**src/rtl/ped_pkg.sv**
```systemverilog
// Shared types and constants for the pedestrian request conditioner.
package ped_pkg;

  localparam int DCNT_W = 4;
  localparam int LCNT_W = 6;
  localparam logic [7:0] PRESS_CNT_MAX = 8'd255;

  typedef enum logic [1:0] {
    IDLE     = 2'd0,
    REQ      = 2'd1,
    WAIT_REL = 2'd2
  } req_state_e;

  function automatic logic [7:0] sat_inc8(input logic [7:0] v);
    return (v == PRESS_CNT_MAX) ? v : v + 8'd1;
  endfunction

endpackage

```
**src/rtl/ped_debounce.sv**
```systemverilog
// Button synchroniser plus tick-sampled debouncer; also reused for the Start input.
module ped_debounce
  import ped_pkg::*;
#(
  parameter int SYNC_STAGES    = 2,
  parameter int DEBOUNCE_TICKS = 4
) (
  input  logic clk,
  input  logic rst_n,
  input  logic ena,
  input  logic tick,
  input  logic btn_raw,
  output logic btn_clean_o
);

  if (SYNC_STAGES < 2) begin : g_bad_sync
    $error("ped_debounce: SYNC_STAGES must be at least 2");
  end
  if (DEBOUNCE_TICKS < 1 || DEBOUNCE_TICKS > 15) begin : g_bad_db
    $error("ped_debounce: DEBOUNCE_TICKS must be in 1..15");
  end

  localparam logic [DCNT_W-1:0] DCNT_LAST = DCNT_W'(DEBOUNCE_TICKS - 1);

  logic [SYNC_STAGES-1:0] sync_q, sync_d;
  logic [DCNT_W-1:0]      dcnt_q, dcnt_d;
  logic                   clean_q, clean_d;
  logic                   btn_sync;

  assign btn_sync    = sync_q[SYNC_STAGES-1];
  assign btn_clean_o = clean_q;

  always_comb begin
    sync_d  = sync_q;
    dcnt_d  = dcnt_q;
    clean_d = clean_q;
    if (ena) begin
      sync_d = {sync_q[SYNC_STAGES-2:0], btn_raw};
      if (tick) begin
        if (btn_sync == clean_q) begin
          dcnt_d = '0;
        end else if (dcnt_q == DCNT_LAST) begin
          clean_d = btn_sync;
          dcnt_d  = '0;
        end else begin
          dcnt_d = dcnt_q + 1'b1;
        end
      end
    end
  end

  always_ff @(posedge clk or negedge rst_n) begin
    if (!rst_n) begin
      sync_q  <= '0;
      dcnt_q  <= '0;
      clean_q <= 1'b0;
    end else begin
      sync_q  <= sync_d;
      dcnt_q  <= dcnt_d;
      clean_q <= clean_d;
    end
  end

endmodule

```
**src/rtl/ped_request_conditioner.sv**
```systemverilog
// Pedestrian button conditioner: debounce, level request with ack handshake, press counter.
// Optional long-press pulse is built when PED_LONG_PRESS_EN is defined.
//
// state    | meaning
// IDLE     | no request pending, waiting for a new press
// REQ      | request pending (req_o = 1), further presses merged
// WAIT_REL | acknowledged, waiting for the button to be released
module ped_request_conditioner
  import ped_pkg::*;
#(
  parameter int SYNC_STAGES    = 2,
  parameter int DEBOUNCE_TICKS = 4,
  parameter int LONG_TICKS     = 20
) (
  input  logic       clk,
  input  logic       rst_n,
  input  logic       ena,
  input  logic       tick,
  input  logic       btn_raw,
  input  logic       ack_i,
  output logic       req_o,
  output logic       btn_clean_o,
  output logic [7:0] press_cnt_o,
  output logic       long_o
);

  if (LONG_TICKS < 1 || LONG_TICKS > 63) begin : g_bad_long
    $error("ped_request_conditioner: LONG_TICKS must be in 1..63");
  end

  logic       btn_clean;
  logic       clean_prev_q, clean_prev_d;
  logic       press_pulse;
  req_state_e state_q, state_d;
  logic [7:0] cnt_q, cnt_d;

  ped_debounce #(
    .SYNC_STAGES   (SYNC_STAGES),
    .DEBOUNCE_TICKS(DEBOUNCE_TICKS)
  ) u_debounce (
    .clk        (clk),
    .rst_n      (rst_n),
    .ena        (ena),
    .tick       (tick),
    .btn_raw    (btn_raw),
    .btn_clean_o(btn_clean)
  );

  assign btn_clean_o = btn_clean;
  assign press_cnt_o = cnt_q;
  assign press_pulse = btn_clean & ~clean_prev_q;

  always_ff @(posedge clk or negedge rst_n) begin
    if (!rst_n) begin
      state_q      <= IDLE;
      cnt_q        <= '0;
      clean_prev_q <= 1'b0;
    end else begin
      state_q      <= state_d;
      cnt_q        <= cnt_d;
      clean_prev_q <= clean_prev_d;
    end
  end

  always_comb begin
    state_d      = state_q;
    cnt_d        = cnt_q;
    clean_prev_d = clean_prev_q;
    if (ena) begin
      clean_prev_d = btn_clean;
      case (state_q)
        IDLE: begin
          // an ack arriving with the press is not applied in the same cycle
          if (press_pulse) begin
            state_d = REQ;
            cnt_d   = sat_inc8(cnt_q);
          end
        end
        REQ:      if (ack_i) state_d = WAIT_REL;
        WAIT_REL: if (!btn_clean) state_d = IDLE;
        default:  state_d = IDLE;
      endcase
    end
  end

  always_comb begin
    req_o = (state_q == REQ);
  end

`ifdef PED_LONG_PRESS_EN
  localparam logic [LCNT_W-1:0] LONG_MAX  = LCNT_W'(LONG_TICKS);
  localparam logic [LCNT_W-1:0] LONG_LAST = LCNT_W'(LONG_TICKS - 1);

  logic [LCNT_W-1:0] lcnt_q, lcnt_d;
  logic              long_q, long_d;

  always_comb begin
    lcnt_d = lcnt_q;
    long_d = long_q;
    if (ena) begin
      long_d = 1'b0;
      if (!btn_clean) begin
        lcnt_d = '0;
      end else if (tick && lcnt_q != LONG_MAX) begin
        // saturation at LONG_MAX is what limits this to one pulse per hold
        lcnt_d = lcnt_q + 1'b1;
        long_d = (lcnt_q == LONG_LAST);
      end
    end
  end

  always_ff @(posedge clk or negedge rst_n) begin
    if (!rst_n) begin
      lcnt_q <= '0;
      long_q <= 1'b0;
    end else begin
      lcnt_q <= lcnt_d;
      long_q <= long_d;
    end
  end

  assign long_o = long_q;
`else
  assign long_o = 1'b0;
`endif

endmodule

```
**config.mk**
```make
export PLATFORM = sky130hd
export DESIGN_NAME = ped_request_conditioner
export DESIGN_NICKNAME = d
export VERILOG_FILES = /design/src/rtl/ped_pkg.sv /design/src/rtl/ped_debounce.sv /design/src/rtl/ped_request_conditioner.sv
export SDC_FILE = /design/constraint.sdc
export NUM_CORES = 1
export LEC_CHECK = 0
export CAP_MARGIN = 20
export CORE_MARGIN = 10
export CORE_UTILIZATION = 45
export DETAILED_ROUTE_END_ITERATION = 12
export GPL_ROUTABILITY_DRIVEN = 1
export PLACE_DENSITY_LB_ADDON = 0.2
export SYNTH_ARGS = -nofsm -noshare
export SYNTH_HDL_FRONTEND = slang
export SYNTH_HIERARCHICAL = 1
export SYNTH_SLANG_ARGS = --single-unit
```
**constraint.sdc**
```tcl
create_clock -name clk -period 1.6 [get_ports clk]
set_input_delay 0.16 -clock clk [delete_from_list [all_inputs] [get_ports clk]]
set_output_delay 0.16 -clock clk [all_outputs]
set_load 0.01 [all_outputs]
```
* After elaboration in Yosys (flattened, before gate mapping)
Cells that the tools add are included. Widths: inputs -> output; s select.
Storage, ports and cells: output and inout port bits 11, word-level logic and storage cells 31, bits in registers 18
Cells by class: eq/ne operators 8, reduce and logical (&&, ||, !) cells 5, muxes and demuxes 6, bitwise operators 4, add/subtract/negate cells 2
Operators with widths (count):
- $reduce_and 4->1 | 3
- $add 8x1->8 const B | 1
- $eq 8x8->1 const B | 1
- $mux 4 | 2
- $mux 2 | 3
- $ne 2x2->1 const B | 3
- $pmux 2 s3 | 1
- $add 4x1->4 const B | 1
- $eq 4x2->1 const B | 1
- $not 1->1 | 3
- $eq 2x1->1 const B | 1
- $eq 2x2->1 const B | 1
- $logic_not 2->1 | 1
- $reduce_and 2->1 | 1
- $and 1x1->1 | 1
- $eq 1x1->1 | 1

* Longest topological paths before layout
depth after elaboration 4, gate-level depth with buffers 5, mapped depth without buffers 5

* Hierarchy
Netlist, hierarchy kept.
Modules (own cells, without submodules):
- ped_request_conditioner | instances 1, area each 570.5 um2, seq. area each 275.3 um2, cells each 51
- ped_debounce | instances 1, area each 332.8 um2, seq. area each 175.2 um2, cells each 29

* Least setup slack after synthesis
No wires, ideal clock.
path kind register to register, from register cnt_q[0] (netlist: press_cnt_o[0]), to register cnt_q[1] (netlist: press_cnt_o[1]), required time 1.475 ns, path slack -0.203 ns, setup time 0.125 ns, arrival 1.678 ns, clock period less this slack 1.803 ns, stages on the path, launching flop included 5, buffers on the path 0, cells stage by stage dfrtp_1 ha_1 and3_1 a2111oi_4 mux2_2
On the way: word-level cells in the longest chain between the ends 3, elaborated cells between the ends (all ways) 4, classes of those cells add/sub (1); eq/ne (1); bitwise (1); reduce/logical (1)
RTL lines:
- from (decl) | line ped_request_conditioner.sv:35 | logic [7:0] cnt_q, cnt_d;
- from (signal assigned) | line ped_request_conditioner.sv:60 | cnt_q <= cnt_d;
- branches (longest 3 deep; another with $add 8x1->8)
Several ways; the timed one is not identified. A chain may end at the register's enable or synchronous reset.

* Final worst setup path
from register cnt_q[1] (netlist: press_cnt_o[1]), to register cnt_q[1] (netlist: press_cnt_o[1])
Same word-level chain as after synthesis.

==> results.rst <==
.. list-table::
   :header-rows: 1

   * - Metric
     - Value
   * - Clock input transition at the sequential cells of the worst setup and hold paths
     - 0.10 ns
   * - Count of warnings emitted by yosys
     - 6
   * - Dominant combinational cell family by area after synthesis
     - simple AND/OR/NAND/NOR gates
   * - Worst r2r src
     - press_cnt_o[1]
   * - CP arrival
     - 1.79 ns
   * - Unrepaired setup endpoints after global routing
     - yes
   * - Crit path kind
     - flop to flop
   * - Number of top-level design ports
     - 17
   * - Via count of the first global-routing pass
     - 749
   * - Final hold viol count
     - 0
   * - 1st-iter DRT viols
     - 23
   * - Worst setup slack before clock tree synthesis
     - -0.0714 ns
   * - Area post-placement
     - 1200 um2
   * - Setup skew after layout
     - 0.00242 ns
   * - Vias post-DR
     - 730
   * - Launch point of the critical path
     - press_cnt_o[1]
   * - Global route overflow
     - 0
   * - Total track usage
     - 9.29%
   * - Power Density
     - 1120 nW/um2
   * - Min Clock Period, post-route
     - 1.61 ns
   * - Family with the most delay on the worst path
     - flip-flops
   * - Post-synthesis simple-gate area fraction
     - 19.3%
   * - Number of standard-cell rows in the floorplan
     - 16
   * - Status
     - finished, violations left
   * - DRC violations left
     - 0
   * - Die height
     - 64.8 um
   * - Post-Synthesis Cells
     - 80
   * - Die boundary width
     - 64.8 um
   * - Area leader, netlist
     - dfrtp_1
   * - Wire length of the first global-routing pass
     - 3.15 mm
   * - Cell area after layout
     - 1230 um2
   * - Sequential share of the synthesized area
     - 49.9%
   * - Leakage
     - 0.534 nW
   * - Violated checks
     - setup timing
   * - Total count of max-transition violations in the final report
     - 0
   * - Top area cells in the synthesized netlist
     - dfrtp_1, mux2_2, xnor2_1
   * - Share of Yosys cell area claimed by the top area cell type
     - 49.9%
   * - Pin count of the biggest net entering global routing
     - 19
   * - Effective utilization at floorplan
     - 46.5%
   * - Number of synthesized register bits
     - 18
   * - Yosys cell types
     - 33
   * - Count of fill cells added during filler insertion
     - 154
   * - Initial antenna violation count
     - 0
   * - Final setup violation count
     - 1
   * - Per-instance average area after synthesis
     - 11.3 um2
   * - Clock buffer count from CTS
     - 3
   * - CP startpoint kind
     - flop
   * - Crit path max-delay cell type
     - dfrtp_2
   * - Number of detailed-routing iterations run before antenna repair
     - 4
   * - Hold bufs inserted after CTS
     - 0
   * - Layout overhead on the synthesized area
     - 36.7%
   * - Post-detailed-placement half-perimeter wirelength
     - 1.46 mm
   * - Max capacitance violation total
     - 0
   * - HP Class
     - input pin to async pin
   * - Timing-limited maximum frequency
     - 0.621 GHz
   * - Worst VDD drop
     - 0.812 mV
   * - Maximum count of clock buffers along a single path
     - 2
   * - Die area
     - 4200 um2
   * - Cell area after technology mapping
     - 903 um2
   * - Aggregate negative setup slack
     - -0.0114 ns
   * - Kind of capture point of the worst setup path
     - flop
   * - Antenna cells
     - 0
   * - Port-buffer cells
     - 15
   * - Count of buffer and inverter cells on the critical path
     - 0
   * - Final worst-path cycle share
     - 101%
   * - CTS tree
     - yes
   * - CP Max Fanout
     - 4
   * - Core Footprint
     - 1940 um2
   * - Net count after synthesis
     - 88
   * - Post-Synth XOR/XNOR Area
     - 5.82%
   * - Clock latency on the worst-skew pair
     - 0.29 ns
   * - Crit path required time
     - 1.78 ns
   * - Delay contributed by the slowest stage of the critical path
     - 0.43 ns
   * - Root cell of the clock tree
     - clkbuf_4
   * - H-tree depth reported by CTS
     - 1
   * - Fraction of final layout cells sized beyond drive strength 1
     - 30.4%
   * - Portion of netlist area occupied by mux cells
     - 8.73%
   * - Adder and majority cell fraction of the synthesized area
     - 2.77%
   * - Complex-gate fraction of the synthesized area
     - 11.1%
   * - # clock sinks
     - 18
   * - Placer congestion estimate
     - 0.801
   * - DR WL/cell
     - 13.5 um
   * - Crit path setup slack, layout
     - -0.0114 ns
   * - Net count, final
     - 121
   * - Critical Path, Cell by Cell
     - ha_4 > and3_4 > a2111oi_4 > mux2_4
   * - Final wirelength
     - 1.87 mm
   * - Post-DR vias/cell
     - 5.25
   * - Antenna Nets Post-Route
     - 0
==> worst register-to-register path, stage by stage (launching register included) <==
cell,delay [ns]
dfrtp_2,0.43
ha_4,0.18
and3_4,0.18
a2111oi_4,0.38
mux2_4,0.33
==> cell usage in the layout (no fill, tap or decap), drive strengths merged, types with 2 or more instances in the layout <==
cell,netlist,routed
dfrtp,18,18
clkdlybuf4s50,0,14
buf,1,14
nor2,7,7
nand2,7,7
mux2,7,7
nand3,6,6
xnor2,4,4
clkbuf,0,4
inv,3,3
nand4,2,2
xor2,2,2
o21ai,2,2
a32o,2,2
nand3b,2,2
ha,2,2
==> area by class of cell <==
type | instances | area [um2] | area share [%]
Clock buffer | 4 | 26.3 | 2.13
Inverter | 3 | 11.3 | 0.912
Multi-Input combinational cell | 58 | 455 | 36.9
Sequential cell | 18 | 454 | 36.8
Tap cell | 27 | 33.8 | 2.74
Timing Repair Buffer | 29 | 254 | 20.6
==> repair_timing <==
action,4_1_cts,5_1_grt
setup buffers,1,0
pin swaps,0,2
setup endpoints to repair,2,4
resized for setup,2,0
==> per-stage QoR <==
stage	cells	hold slack [ns]	power, mW	utilization [%]
floorplan	80	-0.136	0.917	-
global placement	134	0.484	1.14	61.9
detailed placement	134	0.506	1.16	61.9
CTS	139	0.182	1.40	63.6
global route	139	0.193	1.48	63.6
finish	139	0.188	1.39	63.6
==> synth_stat cells, drive strengths merged <==
cell type and number:
xor2 2, o21bai 1, and4 1, nand4 2, inv 3, buf 1, xnor2 4, conb 1
o21ai 2, dfrtp 18, nor2b 1, a21boi 1, a31oi 1, a21oi 1, nand2 7, a2111oi 1
a22o 1, nor3b 1, or4 1, o22ai 1, and3 1, nor2 7, or4b 1, nand3b 2
nor3 1, nand3 6, a32o 2, mux2 7, ha 2
==> cells by family after synthesis <==
logic type      Yosys count
compound gates           11
xor+xnor                  6
fa+ha+maj                 2
buf+inv                   4
flops                    18
mux                       7
other cells               1
simple gates             31
==> where the power goes <==
part	total [mW]	internal, mW	switching (mW)	leakage (nW)
Sequential	0.652	0.556	0.0963	0.234
Clock	0.230	0.0968	0.133	0.0150
Combinational	0.503	0.287	0.216	0.285
==> routing by layer <==
layer,vias up,track usage (%),share of wire (%)
li1,357,-,-
met1,353,9.55,43
met2,18,16.5,50
met3,2,3.44,6.2
met4,0,4.01,0.91
met5,-,0,0
==> worst paths after layout <==
path / to / cells after the start / slack (ns)
max in group asynchronous: state_q[1] / 2 / 1.20
worst max-delay path: press_cnt_o[1] / 4 / -0.01
worst min register to register: clean_prev_q / 1 / 0.52
worst min-delay path: press_cnt_o[3] / 2 / 0.19
worst max register to register: press_cnt_o[1] / 4 / -0.01
min in group clk: u_debounce/sync_q[0] / 2 / 0.49
==> state kept, by name, summed over array words and instances, names as in the netlist <==
name                    cells
u_debounce/btn_clean_o      1
clean_prev_q                1
press_cnt_o                 8
state_q                     2
u_debounce/dcnt_q           4
u_debounce/sync_q           2
No activity file was read; power rests on OpenSTA's default activity.
